`src/rtl/aes_input_loader_if.sv`:
```
// Byte-stream port of the AES input loader: one byte per handshake, plus the
// per-frame key flag that is only looked at on a frame's first byte.
interface aes_input_loader_if;
    // A byte moves on a rising edge where byte_valid && byte_ready; the source
    // holds byte_in/byte_valid until then, and byte_ready never depends on byte_valid.
    logic [7:0] byte_in;
    logic       byte_valid;
    logic       byte_ready;
    logic       load_key;

    modport master (output byte_in, output byte_valid, output load_key, input byte_ready);
    modport slave  (input byte_in, input byte_valid, input load_key, output byte_ready);
endinterface

```
`src/rtl/aes_input_loader.sv`:
```
// Byte-serial front end for the iterative AES core: assembles key and plaintext,
// drives the core's reset and flags when the core's state holds the ciphertext.
module aes_input_loader #(
    parameter int Nk = 4,
    parameter int Nr = 10
) (
    input  logic                   clk,
    input  logic                   reset,
    aes_input_loader_if.slave      stream,
    input  logic                   abort,
    input  logic                   done_ack,
    output logic [32*Nk-1:0]       key_out,
    output logic [127:0]           block_out,
    output logic                   core_rst,
    output logic                   done,
    output logic [2:0]             dbg_state
);
    localparam logic [2:0] IDLE     = 3'd0;
    localparam logic [2:0] LOAD_KEY = 3'd1;
    localparam logic [2:0] LOAD_PT  = 3'd2;
    localparam logic [2:0] RUN      = 3'd3;
    localparam logic [2:0] DONE     = 3'd4;

    localparam int              KW       = 32 * Nk;
    localparam logic [5:0]      key_last = 6'(4 * Nk - 1);
    localparam logic [5:0]      pt_last  = 6'd15;
    localparam int              RW       = $clog2(Nr + 1);
    localparam logic [RW-1:0]   run_last = RW'(Nr);

    logic [2:0]    state;
    logic [5:0]    byte_cnt;
    logic [RW-1:0] run_cnt;
    logic [KW-1:0] key_sh;
    logic [127:0]  pt_sh;
    logic [KW-1:0] key_next;
    logic [127:0]  pt_next;
    logic          take;

    assign stream.byte_ready = (state == IDLE) || (state == LOAD_KEY) || (state == LOAD_PT);
    assign take              = stream.byte_valid && stream.byte_ready;
    assign done              = (state == DONE);
    assign dbg_state         = state;

    // First byte of a field ends up in the MSB after the field's last shift.
    assign key_next = {key_sh[KW-9:0], stream.byte_in};
    assign pt_next  = {pt_sh[119:0], stream.byte_in};

    always_ff @(posedge clk or negedge reset) begin
        if (!reset) begin
            state     <= IDLE;
            byte_cnt  <= '0;
            run_cnt   <= '0;
            key_sh    <= '0;
            pt_sh     <= '0;
            key_out   <= '0;
            block_out <= '0;
            core_rst  <= 1'b1;
        end else if (abort) begin
            // Outputs are only written on field completion, so a partial field never leaks.
            state    <= IDLE;
            byte_cnt <= '0;
            run_cnt  <= '0;
            core_rst <= 1'b1;
        end else begin
            case (state)
                IDLE: begin
                    if (take) begin
                        byte_cnt <= 6'd1;
                        if (stream.load_key) begin
                            key_sh <= key_next;
                            state  <= LOAD_KEY;
                        end else begin
                            pt_sh <= pt_next;
                            state <= LOAD_PT;
                        end
                    end
                end
                LOAD_KEY: begin
                    if (take) begin
                        key_sh <= key_next;
                        if (byte_cnt == key_last) begin
                            key_out  <= key_next;
                            byte_cnt <= '0;
                            state    <= LOAD_PT;
                        end else begin
                            byte_cnt <= byte_cnt + 6'd1;
                        end
                    end
                end
                LOAD_PT: begin
                    if (take) begin
                        pt_sh <= pt_next;
                        if (byte_cnt == pt_last) begin
                            block_out <= pt_next;
                            byte_cnt  <= '0;
                            run_cnt   <= '0;
                            core_rst  <= 1'b0;
                            state     <= RUN;
                        end else begin
                            byte_cnt <= byte_cnt + 6'd1;
                        end
                    end
                end
                RUN: begin
                    // Core needs Nr+1 edges out of reset before its state is the ciphertext.
                    if (run_cnt == run_last) begin
                        state <= DONE;
                    end else begin
                        run_cnt <= run_cnt + 1'b1;
                    end
                end
                DONE: begin
                    if (done_ack) begin
                        state    <= IDLE;
                        run_cnt  <= '0;
                        core_rst <= 1'b1;
                    end
                end
                default: begin
                    state    <= IDLE;
                    byte_cnt <= '0;
                    run_cnt  <= '0;
                    core_rst <= 1'b1;
                end
            endcase
        end
    end
endmodule

```
`src/flat_wrapper.sv`:
```
// flat-port wrapper written by rule: the top's interface ports become plain ports
module aes_input_loader_flat 
#(
    parameter int Nk = 4,
    parameter int Nr = 10
)
  (clk, reset, abort, done_ack, key_out, block_out, core_rst, done, dbg_state, stream_byte_in, stream_byte_valid, stream_load_key, stream_byte_ready);
  aes_input_loader_if stream_i ();
  input  logic clk;
  input  logic reset;
  input  logic abort;
  input  logic done_ack;
  output logic [32*Nk-1:0] key_out;
  output logic [127:0] block_out;
  output logic core_rst;
  output logic done;
  output logic [2:0] dbg_state;
  input wire logic [$bits(stream_i.byte_in)-1:0] stream_byte_in;
  input wire logic [$bits(stream_i.byte_valid)-1:0] stream_byte_valid;
  input wire logic [$bits(stream_i.load_key)-1:0] stream_load_key;
  output wire logic [$bits(stream_i.byte_ready)-1:0] stream_byte_ready;
  assign stream_i.byte_in = stream_byte_in;
  assign stream_i.byte_valid = stream_byte_valid;
  assign stream_i.load_key = stream_load_key;
  assign stream_byte_ready = stream_i.byte_ready;
  aes_input_loader #(.Nk(Nk), .Nr(Nr)) u_core (.clk(clk), .reset(reset), .stream(stream_i), .abort(abort), .done_ack(done_ack), .key_out(key_out), .block_out(block_out), .core_rst(core_rst), .done(done), .dbg_state(dbg_state));
endmodule
```
`config.mk`:
```
export PLATFORM = sky130hd
export DESIGN_NAME = aes_input_loader_flat
export DESIGN_NICKNAME = d
export VERILOG_FILES = /design/src/rtl/aes_input_loader_if.sv /design/src/rtl/aes_input_loader.sv /design/src/flat_wrapper.sv
export SDC_FILE = /design/constraint.sdc
export NUM_CORES = 1
export LEC_CHECK = 0
export BUFFER_PORTS_ARGS = -buffer_cell sky130_fd_sc_hd__buf_2
export CORE_MARGIN = 2
export CORE_UTILIZATION = 35
export CTS_CLUSTER_SIZE = 16
export DETAILED_ROUTE_END_ITERATION = 7
export MAX_ROUTING_LAYER = met4
export SYNTH_ARGS = -nofsm -noshare
export SYNTH_HDL_FRONTEND = slang
export SYNTH_SLANG_ARGS = --single-unit
```
`constraint.sdc`:
```
create_clock -name clk -period 3.7 [get_ports clk]
set_clock_uncertainty 0.15 [all_clocks]
set_input_delay 0.74 -clock clk [delete_from_list [all_inputs] [get_ports clk]]
set_output_delay 0.74 -clock clk [all_outputs]
set_load 0.05 [all_outputs]
```
# Yosys cells after proc, flatten, opt, wreduce, memory -nomap -nowiden
# Index checks and enable logic that the tools add are counted.
# Widths: inputs -> output; s select.
dict set report word_totals {
  wordCells 86
  regBits 510
  input_bits 14
  out_inout_bits 262
}
dict set report op_classes {
  n_reduce_logical 18
  bitwise_logic 1
  n_mux 34
  eq_ne 23
  add_sub_neg 2
}
# cell count
set ops {}
lappend ops {{$mux 120} 6}
lappend ops {{$pmux 120 s2} 2}
lappend ops {{$mux 3} 8}
lappend ops {{$mux 6} 4}
lappend ops {{$mux 4} 5}
lappend ops {{$pmux 6 s3} 1}
lappend ops {{$pmux 4 s4} 1}
lappend ops {{$pmux 3 s5} 1}
lappend ops {{$reduce_and 5->1} 3}
lappend ops {{$ne 2x1->1 const B} 6}
lappend ops {{$ne 3x2->1 const B} 4}
lappend ops {{$ne 3x3->1 const B} 4}
lappend ops {{$reduce_and 4->1} 3}
lappend ops {{$reduce_and 7->1} 1}
lappend ops {{$add 6x1->6 const B} 1}
lappend ops {{$eq 3x2->1 const B} 2}
lappend ops {{$eq 6x4->1 const B} 1}
lappend ops {{$reduce_or 2->1} 3}
lappend ops {{$add 4x1->4 const B} 1}
lappend ops {{$eq 4x4->1 const B} 1}
lappend ops {{$mux 1} 4}
lappend ops {{$ne 2x2->1 const B} 2}
lappend ops {{$reduce_bool 2->1} 2}
lappend ops {{$eq 3x1->1 const B} 1}
lappend ops {{10 further kinds} 11}

# Longest topological paths before layout
dict set report depth {
  ltp_word 7
  depth_mapped 7
  ltp_nobuf 6
}

# Worst setup path after synthesis
# Ideal clock, no wire load.
dict set report synth_timing {
  path_type {reg2out}
  from {register u_core.state[0] (netlist: u_core.dbg_state[0])}
  to {output stream_byte_ready}
  path_stages_with_launch 3
  t_required_ps 2810
  path_slack_ps 1131
  t_arrival_ps 1679
  n_path_buf 1
  cell_sequence {dfrtp_1 > buf_2 > a21oi_1}
}
dict set report synth_between {
  elab_chain_cells 3
  elab_cells_between_ends 5
  cone_classes {eq/ne (2); reduce/logical (3)}
}
# item line
set synth_rtl {}
lappend synth_rtl {{start: declaration} aes_input_loader.sv:30} ;# logic [2:0] state;
lappend synth_rtl {{start signal: assignment} aes_input_loader.sv:50} ;# state <= IDLE;
lappend synth_rtl {{start signal: assignment} aes_input_loader.sv:60} ;# state <= IDLE;
lappend synth_rtl {{start signal: assignment} aes_input_loader.sv:71} ;# state <= LOAD_KEY;
lappend synth_rtl {{$eq 3x1->1 / $logic_not 3->1 (equally long branches)} aes_input_loader.sv:39} ;# assign stream.byte_ready = (state == IDLE) || (state == LOAD_KEY) || (state == LOAD_PT);
lappend synth_rtl {{$logic_or 1x1->1} aes_input_loader.sv:39}
lappend synth_rtl {{$logic_or 1x1->1 *} aes_input_loader.sv:39}
lappend synth_rtl {{end: declaration} flat_wrapper.sv:21} ;# output wire logic [$bits(stream_i.byte_ready)-1:0] stream_byte_ready;
# Every way passes the cells marked *; elsewhere a longest branch is shown, timed or not.

# Worst setup path after layout
# Ends and elaborated chain as after synthesis.

==> impl_results.md <==
- CTS root buf: clkbuf_16
- Width of the die: approximately 240 um
- Leading area contributor after synthesis: dfrtp_1
- CP max-delay cell: dfrtp_1
- Delay-heaviest family, CP: flip-flops
- CP startpoint kind: register
- Pin count of the biggest net entering global routing: 129
- Routed wire length: ~40,000 um
- Min Tclk post-route: 2830 ps
- LEAKAGE: 12.7 nW
- TritonCTS buffer count: 53
- Via/cell ratio: 4.67
- Area grow syn2layout: 21.4%
- CTS tree: built
- Max Clock Freq: approximately 350 MHz
- RePlAce Congestion: roughly 0.8
- Worst-Skew Late Latency: 590 ps
- Buffers on Ports: ~280
- DP HPWL: 27,400 um
- Post-Syn Instances: 1,153
- Crit-path cells: a21oi_1 > buf_2
- Worst path buffer plus inverter count: 1
- Status: complete, no violations
- Max clock buf depth: 3
- Routed via count: 10,486
- CTS Hold Buffers Added: 0
- CTS clk-pin slew, worst paths: 60 ps
- Fin nets: 1,471
- Core Util, Final: 0.429
- Max VDD drop: 0.406 mV
- 1st-pass router iterations: 4
- Hold Violations, Final: 0
- Iteration-0 DRC Markers: 500
- Tot GR Track Use: 0.146
- Worst Setup Path Type: register to output pin
- Final setup fails: 0
- Overflow left after global routing: 0
- Final Max Tran Viols: 0
- Slew HR: 0.437
- DRC Markers: 0
- Cell row count: 86
- Synth top area share: 0.656
- # IOs: ~280
- Arrival @ worst endpoint: 1940 ps
- Hold/Removal Path Class: input port to asynchronous set/reset pin
- Synth Register Bits: 510
- DIE HEIGHT: 240 um
- Syn Nets: about 1,200
- Clk sinks: 510
- Data required time of the worst path: around 2800 ps
- Top area cells in the synthesized netlist: dfrtp_1 66%, mux2_2 16%, mux2_1 13%, buf_6 1.3%, mux2_4 0.77%
- Vias in the first global route: 11,110
- Number of post-CTS setup repair buffers: 0
- Final Cycle Share: 0.764
- Worst setup EP type: output pin
- Power, Total: 13.6 mW
- Total power divided by cell area: 575 nW/um2
- Synth Warn #: 0
- Initial antenna violation count: 1
- First-pass GRT wire length: approximately 64,000 um
- Worst-Margin Slew: between 800 and 900 ps
- Critical path fanouts, max: 13
- Layout cells sized above 1: 0.459
- Commonest non-fill, non-tap cell in the layout: dfrtp_1
- Inserted Diodes: 0
- Post-synthesis sequential area ratio: 0.657
- Drt wl/cell: 17.9 um
- Final ANT Viol Nets: 0
- Max cap viols: 0
- Fin Setup TNS: 0 ps
- Die area: ~57,000 um2
- Core box area: approximately 55,000 um2
- Delay of the slowest cell on the worst path: roughly 580 ps
- Commonest cells after routing, fill and taps aside: 509 x dfrtp_1, 274 x buf_2, 268 x mux2_2
- CTS H-tree lvls: 2
- Mapped Area: roughly 19,000 um2
- RSZ-0062 raised after global routing: false
- Resized Gates After CTS: 0
- Starting density of the core: 0.353
- Synth cell types: 42
- Mean Syn Cell Area: between 15 and 20 um2
[metal layers]
metal  GRT usage  vias to the layer above  part of all wire
met5           -                        -                 0
met4      0.0443                        0             0.024
met3      0.0377                       65             0.053
met2       0.227                      215              0.48
met1       0.187                     5491              0.44
li1            -                     4715                 -
[final timing paths]
kind,slack [ps],end,from,cells after the start
max,870,stream_byte_ready,u_core.dbg_state[0]$_DFFE_PN0P_,2
min,40,u_core.block_out[38]$_DFFE_PN0P_,reset,1
max reg2reg,1050,u_core.block_out[121]$_DFFE_PN0P_,u_core.byte_cnt[0]$_DFFE_PN0P_,6
min reg2reg,330,u_core.key_out[125]$_DFFE_PN0P_,u_core.key_sh[117]$_DFFE_PN0P_,1
max in group asynchronous,2420,u_core.key_out[7]$_DFFE_PN0P_,reset,2
min in group clk,270,u_core.dbg_state[2]$_DFFE_PN0P_,abort,2
[cells by family after synthesis]
family	Yosys count	synth area share
flops	510	0.657
mux	498	0.291
buf+inv	63	0.0247
simple gates	43	0.0119
compound gates	33	0.0126
fa+ha+maj	4	0.00245
xor+xnor	2	0.000902
[flip-flops by register name (all words and copies together), names as in the netlist]
signal and cells:
u_core.dbg_state 3, u_core.byte_cnt 6, u_core.core_rst 1, u_core.block_out 128
u_core.run_cnt 4, u_core.key_out 128, u_core.key_sh 120, u_core.pt_sh 120
[worst reg2reg max path, stage by stage (launching register included)]
cell	delay, ps
dfrtp_1	390
ha_1	220
nand3_1	110
nor3_1	450
nand4_1	270
buf_12	300
mux2_2	640
[layout make-up]
class	count	area, um2
Fill cell	4981	31400
Sequential cell	510	12800
Multi-Input combinational cell	580	6210
Timing Repair Buffer	304	1820
Clock buffer	76	1590
Tap cell	748	936
Clock inverter	23	250
Inverter	5	18.8
[per-stage QoR]
step,setup WS [ps],hold WS (ps),instances,cell area (um2)
3_3_place_gp,822,319,2147,21700
5_1_grt,746,84.0,2246,23600
2_1_floorplan,1130,294,1153,19400
6_report,873,44.0,2246,23600
3_5_place_dp,798,322,2147,21700
4_1_cts,860,59.1,2246,23600
[synth_stat cells, drive strengths merged]
cell type / n
a221oi: 1
xnor2: 2
or2: 3
a21oi: 4
dfstp: 1
nor2: 10
a211oi: 2
ha: 3
inv: 5
nor3b: 2
or3: 1
and3: 3
nor2b: 2
mux2: 497
o21ai: 8
buf: 57
maj3: 1
nand3: 5
o2111ai: 1
nand3b: 1
or3b: 1
o22ai: 2
a32oi: 1
clkbuf: 1
mux2i: 1
nor3: 1
a22o: 6
a21o: 2
dfrtp: 509
a31o: 2
nand2b: 6
a311oi: 1
o32a: 1
nand2: 6
o21a: 2
nand4: 2
[report_power, final]
part	leakage (nW)	switching, mW	total, mW	internal (mW)
Sequential	6.92	0.662	7.03	6.36
Combinational	4.83	0.431	1.07	0.634
Clock	0.919	2.19	5.47	3.28
(Power assumes the default switching activity.)
